===== src/rtl/jtag_dr_pkg.sv =====
`default_nettype none
// ============================================================================
// Module   : jtag_dr_pkg
// Purpose  : Shared constants, helper function and capture-word layout for
//            the BSCAN user-DR streaming bridge.
// Contents : STATUS_BITS - number of status bits above the result word
//            clog2_min1  - ceil(log2(n)), never less than 1
//            status_t    - status field of the capture word
// Revision : 1.0 - initial release
// ============================================================================
package jtag_dr_pkg;

  localparam int STATUS_BITS = 2;

  // Capture word layout, MSB to LSB: {status_t, result}.
  // The status sits above the result so that the host reads the result first
  // (LSB first on tdo) and the flags last.
  typedef struct packed {
    logic overflow;
    logic result_valid;
  } status_t;

  // ceil(log2(value)), clamped to 1 so that it can size a vector even for
  // value <= 2.
  function automatic int clog2_min1(input int value);
    int result;
    result = 1;
    while ((1 << result) < value) begin
      result++;
    end
    return result;
  endfunction

endpackage
`default_nettype wire


===== src/rtl/tck_sync_fifo.sv =====
`default_nettype none
// ============================================================================
// Module   : tck_sync_fifo
// Purpose  : Small single-clock FIFO for the tck domain. Registered pointers
//            with an extra wrap bit; the head word is presented directly
//            (no output register), so a push is visible one cycle later.
// Ports    : clk    - clock
//            rst_n  - asynchronous active-low reset
//            clr    - synchronous clear (empties the FIFO)
//            push   - write din (ignored when full unless popping as well)
//            pop    - remove the head word (ignored when empty)
//            din    - write data
//            full   - no free entry
//            empty  - no valid entry
//            dout   - head word, zero while empty
// Revision : 1.0 - initial release
// ============================================================================
module tck_sync_fifo
  import jtag_dr_pkg::*;
#(
  parameter int WIDTH = 8,
  parameter int DEPTH = 4   // power of two, >= 2
) (
  input  logic             clk,
  input  logic             rst_n,
  input  logic             clr,
  input  logic             push,
  input  logic             pop,
  input  logic [WIDTH-1:0] din,
  output logic             full,
  output logic             empty,
  output logic [WIDTH-1:0] dout
);

  localparam int c_IDX_W = clog2_min1(DEPTH);
  localparam logic [c_IDX_W:0] c_PTR_ONE = (c_IDX_W + 1)'(1);

  logic [c_IDX_W:0] r_wr_ptr;
  logic [c_IDX_W:0] r_rd_ptr;
  logic [WIDTH-1:0] r_mem [DEPTH];

  logic w_do_pop;
  logic w_do_push;

  assign empty = (r_wr_ptr == r_rd_ptr);
  assign full  = (r_wr_ptr[c_IDX_W-1:0] == r_rd_ptr[c_IDX_W-1:0]) &&
                 (r_wr_ptr[c_IDX_W] != r_rd_ptr[c_IDX_W]);

  assign w_do_pop  = pop & ~empty;
  // A push into a full FIFO is only safe when the head leaves in the same
  // cycle; the slot being freed is exactly the one being written.
  assign w_do_push = push & (~full | w_do_pop);

  assign dout = empty ? '0 : r_mem[r_rd_ptr[c_IDX_W-1:0]];

  always_ff @(posedge clk or negedge rst_n) begin
    if (!rst_n) begin
      r_wr_ptr <= '0;
      r_rd_ptr <= '0;
    end else if (clr) begin
      r_wr_ptr <= '0;
      r_rd_ptr <= '0;
    end else begin
      if (w_do_push) begin
        r_wr_ptr <= r_wr_ptr + c_PTR_ONE;
      end
      if (w_do_pop) begin
        r_rd_ptr <= r_rd_ptr + c_PTR_ONE;
      end
    end
  end

  // Storage needs no reset: dout is masked while empty.
  always_ff @(posedge clk) begin
    if (w_do_push && !clr) begin
      r_mem[r_wr_ptr[c_IDX_W-1:0]] <= din;
    end
  end

endmodule
`default_nettype wire


===== src/rtl/jtag_dr_stream.sv =====
`default_nettype none
// ============================================================================
// Module   : jtag_dr_stream
// Purpose  : BSCAN user-DR bridge in the tck domain. Host DR scans are
//            deserialised (LSB first) into IN_WIDTH-bit words and queued in a
//            FIFO that feeds a valid/ready stream. Each capture loads
//            {overflow, result_valid, result} for readback on tdo.
// Ports    : tck, rst_n         - clock, asynchronous active-low reset
//            tdi / tdo          - BSCAN serial in / out
//            test_logic_reset   - synchronous clear, beats every TAP strobe
//            ir_is_user         - qualifies capture_dr/shift_dr/update_dr
//            capture_dr, shift_dr, update_dr - TAP state strobes
//            m_valid/m_ready/m_data - FIFO head stream
//            result, result_valid   - readback value and its final flag
//            overflow           - sticky, a word was dropped on a full FIFO
// Revision : 1.0 - initial release
// ============================================================================
module jtag_dr_stream
  import jtag_dr_pkg::*;
#(
  parameter int IN_WIDTH   = 8,
  parameter int OUT_WIDTH  = 16,
  parameter int FIFO_DEPTH = 4
) (
  input  logic                 tck,
  input  logic                 rst_n,
  input  logic                 tdi,
  output logic                 tdo,
  input  logic                 test_logic_reset,
  input  logic                 ir_is_user,
  input  logic                 capture_dr,
  input  logic                 shift_dr,
  input  logic                 update_dr,
  output logic                 m_valid,
  input  logic                 m_ready,
  output logic [IN_WIDTH-1:0]  m_data,
  input  logic [OUT_WIDTH-1:0] result,
  input  logic                 result_valid,
  output logic                 overflow
);

  localparam int c_CAP_W = OUT_WIDTH + STATUS_BITS;
  localparam int c_CNT_W = clog2_min1(IN_WIDTH + 1);
  localparam logic [c_CNT_W-1:0] c_CNT_FULL = c_CNT_W'(IN_WIDTH);
  localparam logic [c_CNT_W-1:0] c_CNT_ONE  = c_CNT_W'(1);

  logic [IN_WIDTH-1:0] r_in_shift;
  logic [c_CAP_W-1:0]  r_out_shift;
  logic [c_CNT_W-1:0]  r_bit_cnt;
  logic                r_overflow;

  logic [IN_WIDTH-1:0] w_in_next;
  status_t             w_status;
  logic                w_capture;
  logic                w_shift;
  logic                w_update;
  logic                w_push_req;
  logic                w_push;
  logic                w_pop;
  logic                w_drop;
  logic                w_full;
  logic                w_empty;

  assign w_capture = ir_is_user & capture_dr;
  assign w_shift   = ir_is_user & shift_dr;
  assign w_update  = ir_is_user & update_dr;

  // Only a scan of at least IN_WIDTH bits carries a complete word.
  assign w_push_req = w_update & (r_bit_cnt == c_CNT_FULL);
  assign w_pop      = ~w_empty & m_ready;
  assign w_drop     = w_push_req & w_full & ~w_pop;
  assign w_push     = w_push_req & ~w_drop;

  assign w_status.overflow     = r_overflow;
  assign w_status.result_valid = result_valid;

  // LSB-first deserialiser: new bits enter at the top, so after any scan of
  // IN_WIDTH or more bits the register holds the last IN_WIDTH of them.
  generate
    if (IN_WIDTH > 1) begin : g_shift_wide
      assign w_in_next = {tdi, r_in_shift[IN_WIDTH-1:1]};
    end else begin : g_shift_single
      assign w_in_next = tdi;
    end
  endgenerate

  always_ff @(posedge tck or negedge rst_n) begin
    if (!rst_n) begin
      r_in_shift  <= '0;
      r_out_shift <= '0;
      r_bit_cnt   <= '0;
      r_overflow  <= 1'b0;
    end else if (test_logic_reset) begin
      r_in_shift  <= '0;
      r_out_shift <= '0;
      r_bit_cnt   <= '0;
      r_overflow  <= 1'b0;
    end else begin
      if (w_capture) begin
        r_out_shift <= {w_status, result};
        r_bit_cnt   <= '0;
      end else if (w_shift) begin
        r_in_shift  <= w_in_next;
        r_out_shift <= {1'b0, r_out_shift[c_CAP_W-1:1]};
        if (r_bit_cnt != c_CNT_FULL) begin
          r_bit_cnt <= r_bit_cnt + c_CNT_ONE;
        end
      end else if (w_update) begin
        r_bit_cnt <= '0;
      end

      // Read-to-clear on capture; a drop in the same cycle keeps it set.
      if (w_drop) begin
        r_overflow <= 1'b1;
      end else if (w_capture) begin
        r_overflow <= 1'b0;
      end
    end
  end

  tck_sync_fifo #(
    .WIDTH (IN_WIDTH),
    .DEPTH (FIFO_DEPTH)
  ) u_fifo (
    .clk   (tck),
    .rst_n (rst_n),
    .clr   (test_logic_reset),
    .push  (w_push),
    .pop   (w_pop),
    .din   (r_in_shift),
    .full  (w_full),
    .empty (w_empty),
    .dout  (m_data)
  );

  assign m_valid  = ~w_empty;
  assign overflow = r_overflow;
  // out_shift is a register, so tdo never sees tdi combinationally.
  assign tdo      = ir_is_user & r_out_shift[0];

endmodule
`default_nettype wire


===== config.mk =====
export PLATFORM = sky130hd
export DESIGN_NAME = jtag_dr_stream
export DESIGN_NICKNAME = d
export VERILOG_FILES = /design/src/rtl/jtag_dr_pkg.sv /design/src/rtl/tck_sync_fifo.sv /design/src/rtl/jtag_dr_stream.sv
export SDC_FILE = /design/constraint.sdc
export NUM_CORES = 1
export LEC_CHECK = 0
export ABC_AREA = 1
export CAP_MARGIN = 20
export CELL_PAD_IN_SITES_DETAIL_PLACEMENT = 1
export CELL_PAD_IN_SITES_GLOBAL_PLACEMENT = 2
export CORE_AREA = 8 8 105 116
export CTS_CLUSTER_SIZE = 24
export DETAILED_ROUTE_END_ITERATION = 7
export DIE_AREA = 0 0 113 124
export GPL_TIMING_DRIVEN = 0
export PLACE_DENSITY = 0.72
export SLEW_MARGIN = 0
export SYNTH_ARGS = -nofsm -noshare
export SYNTH_HDL_FRONTEND = slang
export SYNTH_SLANG_ARGS = --single-unit
export TNS_END_PERCENT = 5

===== constraint.sdc =====
create_clock -name tck -period 1.95 [get_ports tck]
set_input_delay 0.585 -clock tck [delete_from_list [all_inputs] [get_ports tck]]
set_output_delay 0.585 -clock tck [all_outputs]
set_load 0.005 [all_outputs]

==> results.txt <==
* Combined buffer and inverter count along the critical path: 5
- The critical path runs through a total of 8 cells.
- Cell area after synthesis: around 3200 um2
- The number of antenna violations at the first check in global routing came to 0.
* Total routing resource utilization after global routing: between 10 and 15%
- Clock skew on the completed layout was measured at 0.00722 ns.
- Violations in the final reports: negative setup slack
* Flip-flop and latch count after synthesis: 69
* Placer's final routability congestion estimate: 0.762
- Hold Path Class: input pin to asynchronous set/reset pin
- Most used flip-flop cell after synthesis: sky130_fd_sc_hd__dfrtp_1
- Post-route non-filler standard cell count: slightly above 500
- Status: complete, but fails checks
* Worst Reg-to-Reg Cells: 9
- After routing the design area is 4250 um2.
- In this run, distinct cell masters in the synthesized netlist total 26.
* Highest fanout seen on the critical path: 7
- Most used cells in the layout excluding fill and tap cells: 68 x sky130_fd_sc_hd__nand2_1, 36 x sky130_fd_sc_hd__dfrtp_1, 35 x sky130_fd_sc_hd__inv_1, 32 x sky130_fd_sc_hd__edfxtp_1, 23 x sky130_fd_sc_hd__clkdlybuf4s50_1
- The placed instances occupy a cell area of 3740 um2.
- STA classifies the critical path startpoint as a register.
* Port buffer count: 36
- Fraction of synthesized cell area in xor and xnor cells: less than 1%
- Core region area: 10200 um2
* Fraction of layout instances using a drive strength above 1: 25.1%
- Highest clock rate: ~0.44 GHz
- Via density per instance: approximately 4.8
- The largest single stage delay on the critical path is slightly below 0.4 ns.
- Proportion of synthesized flip-flops having asynchronous set or reset: between 50% and 60%
* Clock-pin slew on the worst setup and hold paths: 0.06 ns
- Counting flops with a built-in enable in the synthesized netlist gives 32.
* Area share of the largest cell type after synthesis: around 30%
* Slew at the pin closest to its max-slew limit: approximately 0.53 ns
- Post-synthesis instance total: approximately 330
- Including well taps, the total number of placed cells is around 490.
- Before antenna repair, the detailed router went through 4 iterations.
* Vias after detailed routing: around 2500
* Relative max-transition margin: 64.7%
- The floorplan step defined a die boundary enclosing about 14000 um2.
- Peak supply drop: 0.000466 V
- STA classifies the critical path endpoint as an output port.
- Root buffer selected by CTS: sky130_fd_sc_hd__clkbuf_16
- The hold violation count in the final report is 0.
- The worst setup path is of the register to output port kind.
* Main combinational cell family by area after synthesis: simple AND/OR/NAND/NOR gates
- Entering global routing, the biggest net connects 33 pins.
- Subtracting the final worst setup slack from the clock period gives 2.28 ns.
- Synth Area per Inst: between 9 and 10 um2
* Area fraction in compound gates after synthesis: between 10% and 20%
- Post-detailed-routing wire length: just over 8000 um
* Most common library cell in the layout ignoring fill and taps: sky130_fd_sc_hd__nand2_1
* Core Util, Final: between 40 and 50%
- Count of nets after finishing: between 400 and 500
* Critical-path cell with the highest stage delay: sky130_fd_sc_hd__dfrtp_1
- First-pass GRT wire length: 14000 um
* Worst setup slack after layout: -0.331 ns
* Share of the clock period used by the worst path: 117%
* H-tree depth reported by CTS: 3
* Sequential-to-total area share from yosys stat: 58.8%
* Net Count, Synth: ~360
* Number of buffers between clock root and the deepest sink: 2
- Adder-cell share of the synthesized area: ~2.7%
* Required time worst endpoint: approximately 1.4 ns
* Width of the chip: 113 um
- In this run the remaining antenna-violating nets after routing total 0.
- Arrival time at the worst endpoint: between 1.5 and 2 ns
- Ant diodes: 0
- The synthesized netlist devotes between 20 and 25% of its cell area to simple gates.
- Fraction of synthesized area in multiplexers: 0%
- CP delay by family, top: buffers and inverters
- Setup repair after global routing could not meet its margin everywhere.
* Number of CTS-inserted buffers: 9
- In this run the count of I/O pins placed on the die edge is 37.
- Clock tree from TritonCTS: done
- The floorplan has 39 rows.
* CTS Hold Bufs: 0
- By instance count, the cell type seen most on the critical path is sky130_fd_sc_hd__buf_4.
- Largest area contributor in the netlist: sky130_fd_sc_hd__edfxtp_1
- The first routing iteration left 55 violations.
* Power density over the cells: around 800 nW/um2
- After global routing the overflow that remains totals 0.
* Clock latency on the worst-skew pair: roughly 0.33 ns
* Largest cells by area after synthesis: sky130_fd_sc_hd__edfxtp_1 30%, sky130_fd_sc_hd__dfrtp_1 29%, sky130_fd_sc_hd__nand2_1 9.2%
* Via count of the first global-routing pass: ~2800
* Pleak: 0.00195 uW
- Area growth from synthesis to final layout: 32.5%
* Die extent in y: roughly 120 um
- Final-report max-slew violation count: 0
- The tool flagged a number of max-cap violations equal to 0.
* Routed wire length per instance: 15.9 um
- Traced cell by cell, the critical path runs through buf_6 > buf_4 > buf_4 > o21ai_0 > o22ai_2 > nand2_1 > inv_1 > buf_2.
* Initial core utilization: ~31%
- For this run, the number of Yosys warnings is 0.
- Setup violations remaining at the end of the flow were counted as 9.
* Num Clock Sinks: 69
* DRC violation count after routing: 0
- Summed over all nets, the half-perimeter wirelength after detailed placement is between 5000 and 6000 um.
## timing repair
item	in CTS	in global routing
setup buffers	10	3
pin swaps	4	6
resized for setup	77	30
setup endpoints to repair	52	52
endpoints found under the hold margin	0	0
cloned	1	0
## synthesized netlist by cell type, types with 2 or more instances
library cell	count
sky130_fd_sc_hd__o22ai_1	15
sky130_fd_sc_hd__nand2_1	79
sky130_fd_sc_hd__dfrtp_1	37
sky130_fd_sc_hd__nor2_1	25
sky130_fd_sc_hd__o21ai_0	19
sky130_fd_sc_hd__inv_1	38
sky130_fd_sc_hd__clkbuf_1	5
sky130_fd_sc_hd__ha_1	7
sky130_fd_sc_hd__nand4_1	7
sky130_fd_sc_hd__o211ai_1	17
sky130_fd_sc_hd__edfxtp_1	32
sky130_fd_sc_hd__buf_2	4
sky130_fd_sc_hd__xor2_1	2
sky130_fd_sc_hd__or2_2	16
sky130_fd_sc_hd__nand3_1	15
## power breakdown
group / switching [uW] / internal, uW / total, uW
sequential: 17.5 / 1550 / 1570
combinational: 115 / 105 / 219
clock: 669 / 878 / 1550
## path summary, 6_finish.rpt
path	from	endpoint	slack, ns
setup / recovery	u_fifo.r_rd_ptr[0]$_DFFE_PN0P_	m_data[1]	-0.33
hold / removal	rst_n	r_out_shift[0]$_DFFE_PN0P_	0.09
setup reg to reg	u_fifo.r_rd_ptr[0]$_DFFE_PN0P_	u_fifo.r_mem[1][0]$_DFFE_PP_	0.11
hold reg to reg	r_out_shift[1]$_DFFE_PN0P_	r_out_shift[1]$_DFFE_PN0P_	0.48
max in group asynchronous	rst_n	u_fifo.r_rd_ptr[1]$_DFFE_PN0P_	1.43
min in group tck	r_out_shift[1]$_DFFE_PN0P_	r_out_shift[1]$_DFFE_PN0P_	0.48
## logic make-up after synthesis
family / count (synthesis)
compound gates: 54
flops: 69
xor+xnor: 2
simple gates: 147
fa+ha+maj: 7
buf+inv: 50
## routing by layer
metal	vias to the layer above	share of wire, %	GRT usage (%)
li1	1227	-	-
met1	1216	43	14.5
met2	39	52	23.0
met3	11	3.4	2.72
met4	0	1.7	5.75
met5	-	0	0
## metrics by stage
stage                     setup TNS (ns)  hold WS [ns]  power, uW  setup WS, ns
final                              -2.62        0.0852       3330        -0.331
after floorplan                        0         0.289       1700        0.0902
after global routing               -3.36        0.0885       3460        -0.401
after CTS                          -3.52        0.0852       3360        -0.400
after detailed placement          -45.54         0.440       1820        -0.946
after global placement            -73.51         0.456       1810        -0.915
## cell type report
cell class,instances,area [um2]
clock buffers,9,225
multi-input cells,210,1220
well taps,123,154
inverters,39,155
plain buffers,10,83.8
fillers,1182,6000
flip-flops and latches,69,1890
repair buffers,51,462
clock inverters,7,57.6
## state kept, by name, indices dropped and copies added (netlist names)
| signal | cells |
|---|---|
| overflow | 1 |
| r_bit_cnt | 4 |
| r_in_shift | 8 |
| r_out_shift | 18 |
| u_fifo.r_mem | 32 |
| u_fifo.r_rd_ptr | 3 |
| u_fifo.r_wr_ptr | 3 |
No activity file was read; power rests on OpenSTA's default activity.
==> RTL change, RTL diff (same flow settings) <==
`IN_WIDTH`: 8 -> 6.
--- a/src/rtl/jtag_dr_stream.sv
+++ b/src/rtl/jtag_dr_stream.sv
@@ -19,5 +19,5 @@
   import jtag_dr_pkg::*;
 #(
-  parameter int IN_WIDTH   = 8,
+  parameter int IN_WIDTH   = 6,
   parameter int OUT_WIDTH  = 16,
   parameter int FIFO_DEPTH = 4
Interface: changed (resized m_data); port bits go from 37 to 35. No check against the original RTL was run, so the function may have changed too.
==> RTL change against the original RTL <==
- the run still ends with setup timing left
- die area unchanged
- final cell count down 4.2%
- design area is 6.8% lower
- combinational power increased by 4%
- worst setup slack improved by 0.11 ns
- synthesized cell count down 8.2%
- critical endpoint is now m_data[3]
- clock skew fell by 0.0037 ns
- wire length shrank 9.5%
- critical path type unchanged
- sequential power shrank 17%
- critical path depth grew 2
- area after synthesis decreased by 9.2%
- first-iteration DRC count rose by 40%
- total power decreased by 6.4%
- sequential cell count fell by 11
==> RTL change: results (changes against the original RTL) <==
Global route
  – Vias in the first global route: 2565 (-6.8%)
  – Global-route wire length before repair: 12.6 mm (-10%)
  – GRT Util Overall: 11.4% (-1.4 points)
  – Initial antenna violation count: 0 (unchanged)
  – Largest net degree at the start of global routing: 35 (+6.1%)

Synthesis
  – Synth cell count leaders: 60 x inv_1, 50 x nand2_1, 34 x dfrtp_1
  – Synth area leaders: dfrtp_1 29%, edfxtp_1 25%, inv_1 7.7%
  – Syn nets: 335 (-7.5%)
  – Xor and xnor area share after synthesis: 0.902% (+0.36 points)
  – Synth Area in Compound Gates: 14.4% (+3.6 points)
  – Synth Flop Type: dfrtp_1
  – Async SR Flop Fraction: 58.6% (+5.0 points)
  – Syn Area/Cell: 9.64 um2 (-1.1%)
  – Register area share after synthesis: 54.0% (-4.9 points)
  – Post-synthesis adder-cell area fraction: 3.01% (+0.28 points)
  – Post-synth EDFFs: 24 (-25%)
  – Multiplexer share of the synthesized area: 0% (unchanged)

Placed design
  – Port Buffers: 34 (-5.6%)
  – Cell Area, Placed: 3400 um2 (-9.0%)
  – Post-Place Cells: 459 (-6.1%)
  – Placer Congestion: 0.727 (-4.6%)
  – HPWL after DPL: 4.89 mm (-10%)

Critical path
  – Critical Path Max Stage Delay: 0.43 ns (+0.04 ns)
  – Slowest-stage cell, CP: dfrtp_2
  – FF-to-FF Start: r_bit_cnt[0]
  – Critical Path AT: 1.59 ns (-0.11 ns)
  – Reg2reg end: u_fifo.r_mem[0][5]
  – Reg2Reg Depth: 6 (-3)

STA
  – Max_slew headroom: 45.3% (-19 points)
  – Setup Total Neg Slack: -1.21 ns (+1.41 ns)
  – Setup ws final: -0.221 ns (+0.111 ns)
  – Fin Clk Skew: 0.00352 ns (-0.00369 ns)
  – # setup viols final: 7 (-2)

CTS
  – Num CTS Buffers: 9 (unchanged)
  – Clock Path Buffers: 2 (unchanged)
  – Post-cts resize count: 62 (-19%)
  – Clk slew on worst S/H paths: about 0.050 ns
  – H-Tree Depth: 3 (unchanged)
  – Worst-skew pair later-pin latency: 0.32 ns
  – Postcts setup bufs: 17 (+7)

Hold path
  – HP Class: primary input to async pin

Detailed routing
  – Iter 0 DRT Violations: 77 (+40%)
  – Post-DR wirelength/cell: 15.0 um (-5.5%)
  – Via count: 2299 (-7.8%)

Status
  – Status: complete, but fails checks
  – Failing checks: setup timing

Layout
  – Nets: 401 (-5.2%)
  – Final-layout fill cell count: 1165 (-1.4%)
  – Number of flip-flops in the largest register: 24 (-25%)
  – Finished Layout Cells: 496 (-4.2%)
  – Number of diodes: 0 (unchanged)
  – Layout cells sized above 1: 31.1% (+6.0 points)

Power
  – Pleak: 1.80 nW (-7.7%)
  – Peak supply drop: 0.381 mV (-18%)
-- RTL change: kinds of logic (layout without fill, tap and decap cells) --
family | count (synthesis) | in the layout
adders and majority gates | 7 | 7
and+or+nand+nor | 94 | 94
AOI/OAI and AO/OA | 64 | 64
xor gates and xnor gates | 3 | 3
buffers and inverters | 76 | 147
DFF | 58 | 58
-- RTL change: worst max-delay path by stage --
stage | startpoint | endpoint
after floorplan | r_bit_cnt[0] | u_fifo.r_mem[0][0]
after global placement | ir_is_user | u_fifo.r_mem[3][2]
after detailed placement | ir_is_user | u_fifo.r_mem[0][2]
after CTS | u_fifo.r_rd_ptr[1] | m_data[3]
after global routing | u_fifo.r_wr_ptr[1] | m_data[3]
final | u_fifo.r_rd_ptr[1] | m_data[3]
-- RTL change: cell type report --
cell class	instances	area share (%)
Clock inverter	6	1.67
Buffer	10	2.81
Sequential cell	58	39.8
Timing Repair Buffer	55	12.3
Multi-Input combinational cell	168	26.9
Clock buffer	10	6.03
Inverter	66	6.57
Tap cell	123	3.89
-- RTL change: through the flow --
stage / hold slack (ns) / setup WS (ns) / util, %
after floorplan: 0.289 / 0.261 / -
after global placement: 0.473 / -0.772 / 33.2
after detailed placement: 0.472 / -0.801 / 33.2
after CTS: 0.395 / -0.230 / 38.2
after global routing: 0.424 / -0.311 / 38.7
final: 0.360 / -0.221 / 38.7
-- RTL change: power by group --
group          leakage [nW]  switching, mW  internal, mW
clock network         0.141          0.569          1.02
registers             0.685        0.00931          1.29
logic                 0.972          0.130        0.0976
total                  1.80          0.708          2.41
-- RTL change: metal layers --
metal / track usage (%) / part of all wire, %
met4: 5.00 / 1.5
met1: 13.1 / 44
met5: 0 / 0
met3: 2.09 / 2.6
met2: 20.4 / 52
